**src/rtl/senone_normaliser.sv**
```systemverilog
// Collects one frame of senone scores and then streams score minus frame maximum, saturated to 16 bits.
// Scores land one cycle after the pulse; the drain sends one output per cycle and holds while out_ready is low.
module senone_normaliser #(
    parameter int N_SENONES = 10,
    parameter int IDX_WIDTH = 8
) (
    input  logic                 clk,
    input  logic                 reset,
    input  logic                 score_ready,
    input  logic [IDX_WIDTH-1:0] senone_idx,
    input  logic [15:0]          senone_score,
    output logic                 busy,
    output logic                 out_valid,
    input  logic                 out_ready,
    output logic [IDX_WIDTH-1:0] out_idx,
    output logic [15:0]          out_score,
    output logic [15:0]          max_score,
    output logic                 frame_done,
    output logic                 err_range,
    output logic                 err_dup,
    output logic                 err_overrun
);

    typedef enum logic {COLLECT = 1'b0, DRAIN = 1'b1} state_t;

    state_t                      state_q, state_d;
    logic signed [15:0]          buf_q [N_SENONES];
    logic signed [15:0]          buf_d [N_SENONES];
    logic [N_SENONES-1:0]        wr_mask_q, wr_mask_d;
    logic [IDX_WIDTH-1:0]        rd_ptr_q, rd_ptr_d;
    logic signed [15:0]          max_q, max_d;
    logic                        frame_done_q, frame_done_d;
    logic                        err_range_q, err_range_d;
    logic                        err_dup_q, err_dup_d;
    logic                        err_overrun_q, err_overrun_d;
    logic signed [15:0]          rd_val;
    logic signed [16:0]          diff;
    logic [15:0]                 sat_val;

    // Read mux and 17-bit subtract with clamp to the num range.
    always_comb begin
        rd_val = '0;
        for (int i = 0; i < N_SENONES; i++) begin
            if (rd_ptr_q == IDX_WIDTH'(i)) begin
                rd_val = buf_q[i];
            end
        end
        diff = {rd_val[15], rd_val} - {max_q[15], max_q};
        if (diff < -17'sd32768) begin
            sat_val = 16'h8000;
        end else if (diff > 17'sd32767) begin
            sat_val = 16'h7fff;
        end else begin
            sat_val = diff[15:0];
        end
    end

    always_comb begin
        state_d       = state_q;
        buf_d         = buf_q;
        wr_mask_d     = wr_mask_q;
        rd_ptr_d      = rd_ptr_q;
        max_d         = max_q;
        frame_done_d  = 1'b0;
        err_range_d   = err_range_q;
        err_dup_d     = err_dup_q;
        err_overrun_d = err_overrun_q;
        case (state_q)
            COLLECT: begin
                if (score_ready) begin
                    if (senone_idx >= IDX_WIDTH'(N_SENONES)) begin
                        err_range_d = 1'b1;
                    end else begin
                        for (int i = 0; i < N_SENONES; i++) begin
                            if (senone_idx == IDX_WIDTH'(i)) begin
                                buf_d[i] = $signed(senone_score);
                                if (wr_mask_q[i]) begin
                                    err_dup_d = 1'b1;
                                end
                                wr_mask_d[i] = 1'b1;
                            end
                        end
                        if ($signed(senone_score) > max_q) begin
                            max_d = $signed(senone_score);
                        end
                        if (&wr_mask_d) begin
                            state_d  = DRAIN;
                            rd_ptr_d = '0;
                        end
                    end
                end
            end
            DRAIN: begin
                if (score_ready) begin
                    err_overrun_d = 1'b1;
                end
                if (out_ready) begin
                    if (rd_ptr_q == IDX_WIDTH'(N_SENONES - 1)) begin
                        state_d      = COLLECT;
                        rd_ptr_d     = '0;
                        wr_mask_d    = '0;
                        max_d        = 16'sh8000;
                        frame_done_d = 1'b1;
                    end else begin
                        rd_ptr_d = rd_ptr_q + IDX_WIDTH'(1);
                    end
                end
            end
            default: state_d = COLLECT;
        endcase
    end

    always_ff @(posedge clk) begin
        if (!reset) begin
            state_q       <= COLLECT;
            for (int i = 0; i < N_SENONES; i++) begin
                buf_q[i] <= '0;
            end
            wr_mask_q     <= '0;
            rd_ptr_q      <= '0;
            max_q         <= 16'sh8000;
            frame_done_q  <= 1'b0;
            err_range_q   <= 1'b0;
            err_dup_q     <= 1'b0;
            err_overrun_q <= 1'b0;
        end else begin
            state_q       <= state_d;
            buf_q         <= buf_d;
            wr_mask_q     <= wr_mask_d;
            rd_ptr_q      <= rd_ptr_d;
            max_q         <= max_d;
            frame_done_q  <= frame_done_d;
            err_range_q   <= err_range_d;
            err_dup_q     <= err_dup_d;
            err_overrun_q <= err_overrun_d;
        end
    end

    assign busy        = (state_q == DRAIN);
    assign out_valid   = (state_q == DRAIN);
    assign out_idx     = (state_q == DRAIN) ? rd_ptr_q : '0;
    assign out_score   = (state_q == DRAIN) ? sat_val : 16'h0000;
    assign max_score   = max_q;
    assign frame_done  = frame_done_q;
    assign err_range   = err_range_q;
    assign err_dup     = err_dup_q;
    assign err_overrun = err_overrun_q;

endmodule

```
**config.mk**
```make
export PLATFORM = sky130hd
export DESIGN_NAME = senone_normaliser
export DESIGN_NICKNAME = d
export VERILOG_FILES = /design/src/rtl/senone_normaliser.sv
export SDC_FILE = /design/constraint.sdc
export NUM_CORES = 1
export LEC_CHECK = 0
export ABC_AREA = 1
export CORE_MARGIN = 1
export CORE_UTILIZATION = 38
export DETAILED_ROUTE_END_ITERATION = 10
export SETUP_SLACK_MARGIN = 0.02
export SKIP_LAST_GASP = 1
export SYNTH_ARGS = -nofsm -noshare
export SYNTH_HDL_FRONTEND = slang
export SYNTH_SLANG_ARGS = --single-unit
```
**constraint.sdc**
```tcl
create_clock -name clk -period 4.1 [get_ports clk]
set_input_delay 0.615 -clock clk [delete_from_list [all_inputs] [get_ports clk]]
set_output_delay 0.615 -clock clk [all_outputs]
set_load 0.01 [all_outputs]
```
==> flow_summary.yaml, run 1 <==
setup_path:
  slowest_delay_ps: 340
  end_kind: "output port"
  cp_max_fo: 8
  cpMostUsedCell: "nand2_1"
  required_ps: 3480
  crit_buf_inv: 7
  cp_slowest_cell: "dfxtp_2"
  cp_top_family: "simple AND/OR/NAND/NOR gates"
  path_class: "flip-flop to output port"
  path_cells: "nor2_4, nand2_4, inv_4, nand3_4, buf_6, buf_4, o211ai_1, nand3_1, nand2_1, nand2_1, nand2_1, a21oi_2, buf_4, ha_4, inv_1, nor3_2, nand4_1, nand2_2, xor2_2, nor2_2, buf_6, nor2_1, nor2_1, buf_2"
  arrival_ps: 3880
  cp-start-kind: "flip-flop"
logic_synthesis:
  ys_ff_latch: 199
  synth_ff_type: "dfxtp_1"
  avgSynthCellArea_um2: 6.93
  ys_types: 46
  ys_seq_area_share_pct: 38.6
  synth_warnings: 0
  synth-edff-count: 0
  syn_inst: 1488
  syn_nets: 1553
  synth_async_sr_flop_share_pct: 0
  synth_area_mm2: 0.0103
floorplan:
  initial_core_util_pct: 39.1
  rows: 59
  die-width_um: 167
  pin_count: 74
  die_area_mm2: 0.0278
  die_h_um: 167
  coreArea_mm2: 0.0264
sta:
  hold_viol_final: 0
  slew_violations: 0
  setup_viol: 16
  fmax_ghz: 0.222
  holdWs_ps: 462
  min_period_over_period_pct: 110
  maxSlewHeadroom_pct: 48.1
  finalCriticalPeriod_ps: 4500
  rsz0062_at_grt: "true"
  timing.final.ws_setup_ps: -395
  fin_skew_ps: 9.78
  tightest_slew_ps: 778
routing:
  dr.pass1.iters: 6
  antenna_left: 0
  drt_iter0_markers: 841
  post_drt_via_cell_ratio: 5.14
  drt-total-wl_um: 30800
  vias: 10100
  wl_per_cell_um: 15.6
  remaining_drc_errors: 0
pwr:
  switching_power_uw: 971
  p_per_area_mw_per_mm2: 294
  p_leak_uw: 0.00586
  switching_share_pct: 25.0
  p_clk_share_pct: 43.1
  p_comb_share_pct: 7.1
  vdd.ir_drop.worst_mv: 0.249
  seqPwrFrac_pct: 49.8
  finalPower_uw: 3890
  p_int_uw: 2920
run:
  drv_cap: 0
grt:
  grt_pass1_wl_um: 49800
  grt_overflow: 0
  grt_pass1_vias: 9489
  groute.usage.overall_pct: 22.2
  grt_max_degree: 102
  antenna_found_initial: 0
min_path:
  min_path_type: "flip-flop to flip-flop"
placed_design:
  port_buffers: 73
  dp_slack_ps: -527
  gp_congestion: 0.919
  dp_hpwl_um: 21600
  dp_cells: 1925
clock_tree:
  clock_sink_count: 199
  cts.clk_slew.worst_paths_ps: 80
  ctsRootBufferMaster: "clkbuf_16"
  cts_tree: "done"
  clock_latency_ps: 440
  ctsHtreeMaxLevel: 4
  clock_path_buffers: 2
  numCtsBuffers: 17
  cts_hold_buf: 0
layout:
  diodes: 0
  fin_util_pct: 50.1
  synthToLayoutAreaGrowth_pct: 28.1
  drive_above_1_share_pct: 20.7
  instances_no_fill: 1974
  nets: 1692
outcome:
  status: "finished, violations left"
  violations: "setup timing"
synthesized netlist by cell type (2+ instances only):
master	number	area [µm²]
nand2_1	257	965
a21oi_1	251	1260
dfxtp_1	199	3980
o21ai_0	173	866
nor2_1	131	492
inv_1	111	417
nand3_1	101	505
clkbuf_1	66	248
ha_1	36	450
buf_2	18	90.1
xor2_1	15	131
inv_2	14	52.6
or2_2	14	87.6
nor3_1	13	65.1
nor2_2	9	56.3
buf_4	8	60.1
or2_0	8	50.1
nor2_4	6	67.6
clkinv_1	5	18.8
nand2_2	5	31.3
o211ai_1	5	37.5
a21o_1	4	30.0
nand4_1	4	25.0
nor3_2	4	40.0
nand2_4	3	33.8
o21ai_1	3	15.0
o22ai_1	3	18.8
xnor2_1	3	26.3
nor3_4	2	32.5
logic make-up after synthesis:
| family | synth area share [%] |
|---|---|
| compound gates | 21.9 |
| xor+xnor | 1.69 |
| fa+ha+maj | 4.56 |
| buf+inv | 8.80 |
| flops | 38.6 |
| simple gates | 24.4 |
through the flow:
stage	area (µm²)	TNS (ps)
5_1_grt	13200	-9630
6_report	13200	-5700
3_3_place_gp	12100	-6080
3_5_place_dp	12100	-7790
2_1_floorplan	10300	0
4_1_cts	12800	-6550
cells in the final DEF, fill, tap and decap left out, types with 15 or more instances in the layout:
cell / instances
inv_2: 18
o21ai_0: 168
a21oi_1: 237
nand3_2: 17
buf_4: 125
nor2_1: 126
dfxtp_1: 194
nand3_1: 85
clkbuf_16: 18
ha_4: 15
nand2_1: 240
ha_1: 19
clkdlybuf4s50_1: 56
inv_1: 104
buf_2: 16
nand2_2: 22
what timing repair did:
item,in CTS,in global routing
gates resized for setup,104,72
endpoints found under the setup margin,16,16
cloned,0,1
buffers inserted,9,8
pin swaps,33,35
per-layer routing:
metal | vias up | share of wire, % | GRT usage, %
met5 | - | 0 | 0
met3 | 28 | 4.0 | 3.23
met2 | 248 | 46 | 37.0
met1 | 4683 | 48 | 30.1
met4 | 0 | 1.4 | 5.43
li1 | 5187 | - | -
sequential cells by signal, summed over array words and instances, names as in the netlist:
| signal | count |
|---|---|
| buf_q | 160 |
| busy | 1 |
| err_dup | 1 |
| err_overrun | 1 |
| err_range | 1 |
| frame_done | 1 |
| max_score | 16 |
| rd_ptr_q | 8 |
| wr_mask_q | 10 |
power groups by stage:
| stage | Clock [µW] | Sequential, µW | Combinational [µW] |
|---|---|---|---|
| after floorplan | 0 | 1980 | 145 |
| after global placement | 0 | 1980 | 256 |
| after detailed placement | 0 | 1980 | 257 |
| after CTS | 1710 | 1940 | 267 |
| after global routing | 1780 | 1940 | 302 |
| final | 1680 | 1940 | 276 |
path summary, 6_finish.rpt:
path             endpoint  slack, ps  cells after the start         start
min reg2reg  wr_mask_q[2]        460                      2  wr_mask_q[2]
max reg2reg  max_score[3]       1600                     14   rd_ptr_q[4]
max          out_score[1]       -400                     24   rd_ptr_q[4]
min          wr_mask_q[2]        460                      2  wr_mask_q[2]
area by class of cell:
cell class	count	area [µm²]
fill	2569	13100
multi-input combinational	1064	5860
sequential	199	4000
timing repair buffer	214	1860
inverter	131	502
clock buffer	19	443
tap	335	419
clock inverter	12	136
worst min-delay path, cell delays in order (launching register included):
cell and delay, ps:
dfxtp_1 310, nand2_1 60, a21oi_1 50
(Power assumes the default switching activity.)
==> inputs of run 2 (changes only) <==
--- a/config.mk
+++ b/config.mk
@@ -6,8 +6,8 @@
 export NUM_CORES = 1
 export LEC_CHECK = 0
 export ABC_AREA = 1
-export CORE_MARGIN = 1
 export CORE_UTILIZATION = 38
+export CTS_BUF_LIST = sky130_fd_sc_hd__clkbuf_8
 export DETAILED_ROUTE_END_ITERATION = 10
 export SETUP_SLACK_MARGIN = 0.02
 export SKIP_LAST_GASP = 1
==> run 2 against run 1 <==
The flow still finishes with violations (setup timing). Count of clock-buffer cells in the layout is 1 lower. Largest power group unchanged. Via count increased by 0.12%. Worst setup slack lost 40 ps. Sequential cell count unchanged. Core utilization is 0.48 points lower. Worst hold slack better by 5.0 ps. Critical path type unchanged.
==> flow_summary.yaml, run 2 (same netlist as run 1, synthesis figures left out) <==
sta:
  finalCriticalPeriod_ps: 4540
  maxSlewHeadroom_pct: 48.7
  fmax_ghz: 0.220
  min_period_over_period_pct: 111
  setup_viol: 16
  tightest_slew_ps: 770
  timing.final.ws_setup_ps: -435
  hold_viol_final: 0
  final.setup.tns_ps: -6470
  rsz0062_at_grt: "true"
  slew_violations: 0
  fin_skew_ps: 13.5
setup_path:
  ff2ff_setup_slack_ps: 1570
  r2r_end: "max_score[3]"
  path_class: "flip-flop to output port"
  startpoint: "rd_ptr_q[4]"
  cp_max_fo: 8
  cp-start-kind: "flip-flop"
  r2r-start: "rd_ptr_q[1]"
  slowest_delay_ps: 380
  reg2reg_depth: 15
  cp_slowest_cell: "ha_1"
  path_cells: "nor2_4, nand2_4, inv_4, nand3_4, buf_6, buf_4, o211ai_1, nand3_1, nand2_1, nand2_2, nand2_2, a21oi_1, ha_1, a21oi_2, o21ai_1, a21o_1, nand3_1, nand2_2, xor2_2, nor2_2, buf_6, nor2_1, nor2_1, buf_2"
  required_ps: 3480
  arrival_ps: 3920
  end_kind: "output port"
  cpMostUsedCell: "nand2_2"
  setup.worst_path.end: "out_score[2]"
routing:
  post_drt_via_cell_ratio: 5.15
  drt_iter0_markers: 832
  dr.pass1.iters: 5
  drt-total-wl_um: 30800
  remaining_drc_errors: 0
  wl_per_cell_um: 15.6
  vias: 10200
  antenna_left: 0
layout:
  synthToLayoutAreaGrowth_pct: 26.9
  drive_above_1_share_pct: 21.4
  final_common_cell: "a21oi_1"
  num-fill-cells: 2607
  seq_area_mm2: 0.00399
  largest_reg_flops: 160
  nets: 1692
  regMostFlops: "buf_q"
  diodes: 0
  final_cell_mix: "a21oi_1, nand2_1, dfxtp_1, o21ai_0, buf_4"
  multi_input_area_mm2: 0.00592
  fin_util_pct: 49.7
clock_tree:
  cts_tree: "done"
  numCtsBuffers: 17
  clock_path_buffers: 2
  ctsHtreeMaxLevel: 4
  clock_latency_ps: 470
  cts.clk_slew.worst_paths_ps: 110
  clock_sink_count: 199
  ctsRootBufferMaster: "clkbuf_8"
min_path:
  min_path_cells: 2
  min_path_type: "flip-flop to flip-flop"
placed_design:
  port_buffers: 73
  dp_slack_ps: -527
  gp_congestion: 0.919
  dp_hpwl_um: 21600
pwr:
  switching_share_pct: 26.6
  p_int_uw: 2560
  p_comb_share_pct: 8.3
  vdd.ir_drop.worst_mv: 0.212
  p_per_area_mw_per_mm2: 267
  seqPwrFrac_pct: 55.5
  finalPower_uw: 3490
  p_leak_uw: 0.00579
  p_clk_share_pct: 36.3
  switching_power_uw: 928
grt:
  grt_pass1_vias: 9405
  grt_overflow: 0
  groute.usage.overall_pct: 22.0
  antenna_found_initial: 0
  grt_pass1_wl_um: 49600
  grt_max_degree: 102
floorplan:
  die-width_um: 167
  initial_core_util_pct: 39.1
  coreArea_mm2: 0.0264
  pin_count: 74
  die_h_um: 167
  die_area_mm2: 0.0278
  rows: 59
run:
  drv_cap: 0
outcome:
  violations: "setup timing"
  status: "finished, violations left"
[run 2: what timing repair did]
action	CTS	global route
cloned	0	1
hold buffers	0	0
endpoints found under the hold margin	0	0
setup endpoints to repair	16	16
gates resized for setup	95	99
pin swaps	23	40
buffers inserted	9	8
[run 2: metal layers]
layer | track usage [%] | part of all wire [%] | wire, µm | vias up
met3 | 3.16 | 3.9 | 1190 | 27
met1 | 30.1 | 48 | 14800 | 4704
met4 | 4.47 | 1.2 | 383 | 0
met5 | 0 | 0 | 0 | -
li1 | - | - | - | 5179
met2 | 36.8 | 47 | 14400 | 248
[run 2: how the worst min path moves through the flow]
| stage | end | start | slack, ps |
|---|---|---|---|
| 3_3_place_gp | wr_mask_q[2] | wr_mask_q[2] | 450 |
| 3_5_place_dp | wr_mask_q[5] | wr_mask_q[5] | 450 |
| 6_report | wr_mask_q[2] | wr_mask_q[2] | 470 |
| 2_1_floorplan | wr_mask_q[2] | wr_mask_q[2] | 440 |
| 4_1_cts | wr_mask_q[5] | wr_mask_q[5] | 470 |
| 5_1_grt | wr_mask_q[1] | wr_mask_q[1] | 490 |
[run 2: worst max-delay path: cells and delay by family (launching register included)]
| family | cells | cell delay [ps] |
|---|---|---|
| and+or+nand+nor | 12 | 1190 |
| buffers and inverters | 5 | 700 |
| AOI/OAI and AO/OA | 5 | 690 |
| adders and majority gates | 1 | 380 |
| DFF | 1 | 360 |
| xor gates and xnor gates | 1 | 150 |
[run 2: power by group through the flow]
stage	combinational, µW	clock (µW)	sequential, µW
after floorplan	145	0	1980
after global placement	256	0	1980
after detailed placement	257	0	1980
after CTS	266	1290	1940
after global routing	316	1370	1940
final	289	1270	1940
[run 2: cell type report]
class                   count  share of cell area (%)
flip-flops and latches    199                    30.5
inverters                 131                    3.83
well taps                 335                    3.20
multi-input cells        1064                    45.3
clock inverters            13                    1.07
clock buffers              18                    1.89
repair buffers            214                    14.2
[run 2: through the flow]
stage,hold WS (ps),cell area (µm²),cells
after floorplan,436,10300,1488
after global placement,446,12100,1925
after detailed placement,454,12100,1925
after CTS,471,12600,1965
after global routing,490,13100,1974
final,467,13100,1974
==> inputs of run 3 (changes only) <==
--- a/config.mk
+++ b/config.mk
@@ -8,6 +8,7 @@
 export ABC_AREA = 1
 export CORE_UTILIZATION = 38
 export CTS_BUF_LIST = sky130_fd_sc_hd__clkbuf_8
+export CTS_CLUSTER_DIAMETER = 50
 export DETAILED_ROUTE_END_ITERATION = 10
 export SETUP_SLACK_MARGIN = 0.02
 export SKIP_LAST_GASP = 1
==> results of run 3 <==
Same layout as run 2: the final DEF is identical, and so are final timing and power.
